`src/rtl/dmem_access_seq.sv`:
```
`default_nettype none
// ============================================================================
// Module   : dmem_access_seq
// Purpose  : Load/store sequencer for a word-wide handshaked data memory;
//            sub-word stores use read-modify-write, sub-word loads extend.
// Revision : 1.0  initial release
// ============================================================================
module dmem_access_seq #(
  parameter int MEM_AW  = 10,
  parameter int TIMEOUT = 255
) (
  input  logic              clk,
  input  logic              reset,
  input  logic              start,
  input  logic [2:0]        mem_read,
  input  logic [1:0]        mem_write,
  input  logic [31:0]       addr,
  input  logic [31:0]       wdata,
  output logic              busy,
  output logic              done,
  output logic [31:0]       rdata,
  output logic [1:0]        err,
  output logic              m_req,
  output logic              m_we,
  output logic [MEM_AW-1:0] m_addr,
  output logic [31:0]       m_wdata,
  input  logic [31:0]       m_rdata,
  input  logic              m_ack
);

  localparam logic [1:0] S_IDLE = 2'd0;
  localparam logic [1:0] S_RD   = 2'd1;
  localparam logic [1:0] S_WR   = 2'd2;
  localparam logic [1:0] S_DONE = 2'd3;

  localparam logic [2:0] LD_LW   = 3'b000;
  localparam logic [2:0] LD_LH   = 3'b001;
  localparam logic [2:0] LD_LHU  = 3'b010;
  localparam logic [2:0] LD_LB   = 3'b011;
  localparam logic [2:0] LD_LBU  = 3'b100;
  localparam logic [2:0] LD_NONE = 3'b101;

  localparam logic [1:0] ST_SW   = 2'b00;
  localparam logic [1:0] ST_SH   = 2'b01;
  localparam logic [1:0] ST_SB   = 2'b10;
  localparam logic [1:0] ST_NONE = 2'b11;

  localparam logic [1:0] E_OK    = 2'b00;
  localparam logic [1:0] E_ALIGN = 2'b01;
  localparam logic [1:0] E_TMO   = 2'b10;
  localparam logic [1:0] E_ILL   = 2'b11;

  localparam int             CW    = (TIMEOUT > 1) ? $clog2(TIMEOUT + 1) : 1;
  localparam logic [CW-1:0]  C_TMO = CW'(TIMEOUT);

  logic [1:0]    r_state;
  logic [1:0]    w_state_next;
  logic [2:0]    r_ld_size;
  logic [1:0]    r_st_size;
  logic [1:0]    r_lane;
  logic [15:0]   r_wdata_lo;
  logic [CW-1:0] r_cnt;

  logic          w_ld_none;
  logic          w_st_none;
  logic          w_illegal;
  logic          w_misal;
  logic [1:0]    w_dec_err;
  logic          w_timeout;
  logic [7:0]    w_byte;
  logic [15:0]   w_half;
  logic [31:0]   w_load_val;
  logic [31:0]   w_merged;
  logic          unused_addr_hi;

  assign unused_addr_hi = ^addr[31:MEM_AW+2];

  // Command decode, evaluated on the raw inputs while idle
  always_comb begin
    w_ld_none = (mem_read == LD_NONE);
    w_st_none = (mem_write == ST_NONE);
    w_illegal = (!w_ld_none && !w_st_none) || (mem_read[2:1] == 2'b11);
    w_misal   = 1'b0;
    if (!w_ld_none) begin
      case (mem_read)
        LD_LW:         w_misal = (addr[1:0] != 2'b00);
        LD_LH, LD_LHU: w_misal = addr[0];
        default:       w_misal = 1'b0;
      endcase
    end else begin
      case (mem_write)
        ST_SW:   w_misal = (addr[1:0] != 2'b00);
        ST_SH:   w_misal = addr[0];
        default: w_misal = 1'b0;
      endcase
    end
    if (w_illegal)    w_dec_err = E_ILL;
    else if (w_misal) w_dec_err = E_ALIGN;
    else              w_dec_err = E_OK;
  end

  assign w_timeout = (TIMEOUT != 0) && (r_cnt == C_TMO);

  always_comb begin
    w_byte = m_rdata[{r_lane, 3'b000} +: 8];
    w_half = r_lane[1] ? m_rdata[31:16] : m_rdata[15:0];
    case (r_ld_size)
      LD_LH:   w_load_val = {{16{w_half[15]}}, w_half};
      LD_LHU:  w_load_val = {16'h0000, w_half};
      LD_LB:   w_load_val = {{24{w_byte[7]}}, w_byte};
      LD_LBU:  w_load_val = {24'h000000, w_byte};
      default: w_load_val = m_rdata;
    endcase
  end

  always_comb begin
    w_merged = m_rdata;
    if (r_st_size == ST_SB) begin
      w_merged[{r_lane, 3'b000} +: 8] = r_wdata_lo[7:0];
    end else if (r_st_size == ST_SH) begin
      if (r_lane[1]) w_merged[31:16] = r_wdata_lo;
      else           w_merged[15:0]  = r_wdata_lo;
    end
  end

  always_ff @(posedge clk) begin
    if (reset) r_state <= S_IDLE;
    else       r_state <= w_state_next;
  end

  always_comb begin
    w_state_next = r_state;
    case (r_state)
      S_IDLE: begin
        if (start) begin
          if (w_dec_err != E_OK)  w_state_next = S_DONE;
          else if (!w_ld_none)    w_state_next = S_RD;
          else if (!w_st_none)    w_state_next = (mem_write == ST_SW) ? S_WR : S_RD;
          else                    w_state_next = S_DONE;
        end
      end
      S_RD: begin
        if (m_ack)          w_state_next = (r_ld_size != LD_NONE) ? S_DONE : S_WR;
        else if (w_timeout) w_state_next = S_DONE;
      end
      S_WR: begin
        if (m_ack || w_timeout) w_state_next = S_DONE;
      end
      default: w_state_next = S_IDLE;
    endcase
  end

  always_comb begin
    busy = (r_state != S_IDLE);
    done = (r_state == S_DONE);
  end

  // Memory-side outputs are registered from the next state so they are
  // glitch-free and held steady for the whole request.
  always_ff @(posedge clk) begin
    if (reset) begin
      r_ld_size  <= LD_NONE;
      r_st_size  <= ST_NONE;
      r_lane     <= 2'b00;
      r_wdata_lo <= 16'h0000;
      r_cnt      <= '0;
      rdata      <= 32'h0;
      err        <= E_OK;
      m_req      <= 1'b0;
      m_we       <= 1'b0;
      m_addr     <= '0;
      m_wdata    <= 32'h0;
    end else begin
      case (r_state)
        S_IDLE: begin
          if (start) begin
            r_ld_size  <= mem_read;
            r_st_size  <= mem_write;
            r_lane     <= addr[1:0];
            r_wdata_lo <= wdata[15:0];
            err        <= w_dec_err;
            m_addr     <= addr[MEM_AW+1:2];
          end
        end
        S_RD: begin
          if (m_ack) begin
            if (r_ld_size != LD_NONE) rdata <= w_load_val;
          end else if (w_timeout) begin
            err <= E_TMO;
          end
        end
        S_WR: begin
          if (!m_ack && w_timeout) err <= E_TMO;
        end
        default: ;
      endcase

      m_req <= (w_state_next == S_RD) || (w_state_next == S_WR);
      m_we  <= (w_state_next == S_WR);

      if ((r_state == S_IDLE) && (w_state_next == S_WR))
        m_wdata <= wdata;
      else if ((r_state == S_RD) && (w_state_next == S_WR))
        m_wdata <= w_merged;

      if (w_state_next != r_state)
        r_cnt <= '0;
      else if (((r_state == S_RD) || (r_state == S_WR)) && !m_ack)
        r_cnt <= r_cnt + CW'(1);
    end
  end

endmodule
`default_nettype wire

```
`config.mk`:
```
export PLATFORM = sky130hd
export DESIGN_NAME = dmem_access_seq
export DESIGN_NICKNAME = d
export VERILOG_FILES = /design/src/rtl/dmem_access_seq.sv
export SDC_FILE = /design/constraint.sdc
export NUM_CORES = 1
export LEC_CHECK = 0
export CORE_MARGIN = 4
export CORE_UTILIZATION = 43
export DETAILED_ROUTE_END_ITERATION = 12
export MAX_ROUTING_LAYER = met4
export PLACE_DENSITY_LB_ADDON = 0.25
export SLEW_MARGIN = 20
export SYNTH_ARGS = -nofsm -noshare
export SYNTH_HDL_FRONTEND = slang
export SYNTH_SLANG_ARGS = --single-unit
```
`constraint.sdc`:
```
create_clock -name clk -period 2.74 [get_ports clk]
set_input_delay 0.548 -clock clk [delete_from_list [all_inputs] [get_ports clk]]
set_output_delay 0.548 -clock clk [all_outputs]
set_load 0.01 [all_outputs]
```
==> impl_metrics.json, run 1 <==
{
  "status": "complete, no violations",
  "vias_per_cell": 5.94,
  "stdcell_count": 1090,
  "power_density_nw_per_um2": 879,
  "pre_cts_slack_ns": -0.668,
  "hold_buffers": 0,
  "crit_buf_inv": 3,
  "crit_arrival_ns": 2.89,
  "synth_most_common_cell": "nand2_1",
  "first_pass_iters": 7,
  "total_power_mw": 7.62,
  "synthMuxAreaShare_pct": 6.72,
  "multiInputGateArea_um2": 3610,
  "synth_top_cells_by_count": "115 x nand2_1, 111 x dfxtp_1, 66 x a21oi_1, 65 x nor2_1, 45 x clkbuf_1",
  "power.internal_mw": 4.75,
  "place_congestion": 0.962,
  "syn-num-nets": 850,
  "ys_warn_count": 0,
  "final_cell_area_um2": 8670,
  "layout-drive-gt1-share_pct": 13.4,
  "synth_top_area_cell": "dfxtp_1",
  "busiest_layer": "met2",
  "die_w_um": 126,
  "yosys_register_bits": 111,
  "clkSinkCount": 111,
  "ys_seq_area_share_pct": 36.9,
  "syn_to_final_growth_pct": 43.8,
  "path_clk_slew_ns": 0.07,
  "worstSetupStartpointType": "input pin",
  "cts_inserted_buffers": 9,
  "grt_pass1_vias": 6141,
  "pwr-share-clk_pct": 17.3,
  "finalSetupViolCount": 0,
  "hold_violations": 0,
  "max_freq_mhz": 377,
  "switching_share_pct": 37.7,
  "cp-end-kind": "flip-flop",
  "drtIter0Drc": 653,
  "seqPwrFrac_pct": 30.0,
  "diodes": 0,
  "synth_top_family_by_area": "compound AO/OA/AOI/OAI gates",
  "placementRows": 43,
  "start_util_pct": 43.6,
  "ant_nets": 0,
  "power_switching_mw": 2.87,
  "period_needed_ns": 2.65,
  "synth_flop_cell": "dfxtp_1",
  "cts_buffer_depth": 2,
  "synth_edf_count": 0,
  "worstPathMaxFanout": 6,
  "fp.dieH_um": 126,
  "yosys-top-cells-area": "dfxtp_1 37%, nand2_1 7.2%, a21oi_1 5.5%",
  "grt_max_degree": 41,
  "dieArea_um2": 16000,
  "cts_tree": "done",
  "worst_ir_drop_vdd_uv": 514,
  "cts_root_buf": "clkbuf_16",
  "async_flop_share_pct": 0,
  "finalMaxSlewViolations": 0,
  "worstMarginPinSlew_ns": 1.02,
  "wl_um": 21700,
  "core_um2": 13800,
  "synthXorXnorAreaFrac_pct": 1.31,
  "dp.cells": 1066,
  "avgSynthCellArea_um2": 8.25,
  "finalCritPeriodShare_pct": 96.9,
  "maxCapViolCount": 0,
  "use_met1_pct": 36.4,
  "netlist.area_leader.share_pct": 36.9,
  "num-fill-cells": 1191,
  "grt_setup_unrepaired": "false",
  "antenna_found_initial": 0,
  "wire_per_inst_um": 19.9,
  "placed_area_um2": 8090,
  "slew_headroom_pct": 30.9,
  "via_count": 6473,
  "clock_latency_ns": 0.36,
  "use_met3_pct": 3.75,
  "ios": 185,
  "setup_ws_ns": 0.0858,
  "skew_ns": 0.00825,
  "synth_area_um2": 6030,
  "seqCellArea_um2": 2220,
  "cpMaxStageDelayCell": "or3_4",
  "criticalPathCategory": "in2reg",
  "hold_path_class": "reg2reg",
  "cpLargestDelayFamily": "simple AND/OR/NAND/NOR gates",
  "io_buffer_count": 164,
  "grt_overflow": 0,
  "syn_inst": 731,
  "h-tree-depth": 3,
  "synth-compound-area-share_pct": 26.7,
  "final_nets": 1025,
  "synth_cell_types": 69,
  "track_usage_pct": 26.6,
  "hpwl_um": 15900,
  "synth-simple-area-share_pct": 19.7,
  "comb_power_share_pct": 52.7,
  "drc": 0,
  "cellLeakagePower_nw": 3.18,
  "grt_pass1_wl_um": 33300,
  "crit_required_ns": 2.98,
  "path_cells": "dlygate4sd2_1, inv_1, a32oi_2, nor4_4, or3_4, ha_4, and2_4, bufbuf_16, a222oi_1, nor2_1",
  "met2_usage_pct": 40.8,
  "synthAdderAreaFrac_pct": 3.07,
  "max_stage_delay_ns": 0.42
}
==> kinds of logic after synthesis <==
family	count (synthesis)
compound gates	221
xor+xnor	9
fa+ha+maj	15
buf+inv	78
flops	111
mux	38
simple gates	259
==> power groups by stage <==
stage	clock network [mW]	registers (mW)	logic, mW
floorplan	0	2.39	1.88
global placement	0	2.30	3.45
detailed placement	0	2.31	3.52
CTS	1.33	2.28	3.90
global route	1.40	2.32	4.30
finish	1.32	2.29	4.01
==> timing repair <==
item	CTS	global route
endpoints found under the setup margin	32	32
resized for setup	24	14
cloned	3	1
pin swaps	14	11
hold endpoints to repair	0	0
buffers inserted	5	0
==> metal layers <==
layer	part of all wire [%]	vias to the layer above	routed length (um)
met5	0	-	0
met3	7.0	39	1520
met2	46	306	9950
li1	-	3045	-
met4	2.1	0	463
met1	45	3083	9730
==> path summary, 6_finish.rpt <==
kind | depth (start not counted) | slack (ns) | endpoint | start
min reg2reg | 2 | 0.46 | m_addr[1] | m_addr[1]
max reg2reg | 10 | 0.11 | m_wdata[12] | r_state[0]
max | 10 | 0.09 | m_wdata[12] | mem_read[1]
min | 2 | 0.46 | m_addr[1] | m_addr[1]
==> worst reg2reg max path, cell delays in order, from the launching register on <==
cell and delay (ns):
dfxtp_1 0.31, buf_4 0.15, ha_1 0.29, nor4b_1 0.19, buf_4 0.15, or3_4 0.39, ha_4 0.18, and2_4 0.17
bufbuf_16 0.27, a222oi_1 0.34, nor2_1 0.08
==> layout make-up <==
class / count / area share [%]
multi-input cells: 542 / 41.7
repair buffers: 227 / 26.1
flip-flops and latches: 111 / 25.6
clock buffers: 10 / 2.64
well taps: 180 / 2.60
clock inverters: 5 / 0.693
inverters: 15 / 0.649
==> registers in the layout, summed over array words and instances (netlist names) <==
register    count
err             2
m_req           1
m_we            1
m_addr         10
r_cnt           8
m_wdata        32
r_wdata_lo     16
rdata          32
r_st_size       2
r_ld_size       3
r_lane          2
r_state         2
==> placed cells by master, fill, tap and decap left out, types with 3 or more instances in the layout <==
cell type | Yosys | routed
xor2_1 | 7 | 7
a311oi_1 | 8 | 8
nand3b_1 | 3 | 3
a31oi_1 | 8 | 8
nor3b_1 | 3 | 3
clkbuf_16 | 0 | 10
nor3_1 | 19 | 19
a211o_1 | 6 | 6
a221oi_2 | 0 | 3
nand3_1 | 12 | 12
inv_1 | 15 | 13
nand2b_1 | 5 | 5
o211ai_1 | 17 | 17
o21ai_0 | 9 | 9
a221oi_1 | 7 | 4
and3_1 | 3 | 3
mux2_2 | 10 | 10
nor2b_1 | 13 | 13
buf_12 | 0 | 6
dlymetal6s2s_1 | 0 | 3
buf_4 | 3 | 54
o21a_1 | 3 | 3
dfxtp_1 | 111 | 111
ha_1 | 14 | 12
a221o_1 | 28 | 28
a2bb2oi_1 | 4 | 3
clkdlybuf4s50_1 | 0 | 155
nand4_1 | 4 | 4
a21oi_1 | 66 | 65
a222oi_1 | 9 | 9
a22o_1 | 7 | 7
nand2_1 | 115 | 113
mux2i_1 | 27 | 27
nor2_1 | 65 | 63
a211oi_1 | 29 | 27
dlygate4sd2_1 | 0 | 3
==> per-stage QoR <==
stage	TNS [ns]	hold WS [ns]	utilization [%]
2_1_floorplan	0	0.448	-
3_3_place_gp	-18.03	0.445	58.5
3_5_place_dp	-21.49	0.452	58.5
4_1_cts	0	0.462	62.2
5_1_grt	0	0.488	62.7
6_report	0	0.458	62.7
No activity file was read; power rests on OpenSTA's default activity.
==> run 2, diff against run 1 <==
Settings changed: CTS_CLUSTER_DIAMETER set to 80.
==> results of run 2 <==
The final DEF is identical to that of run 1; final timing and power are the same.
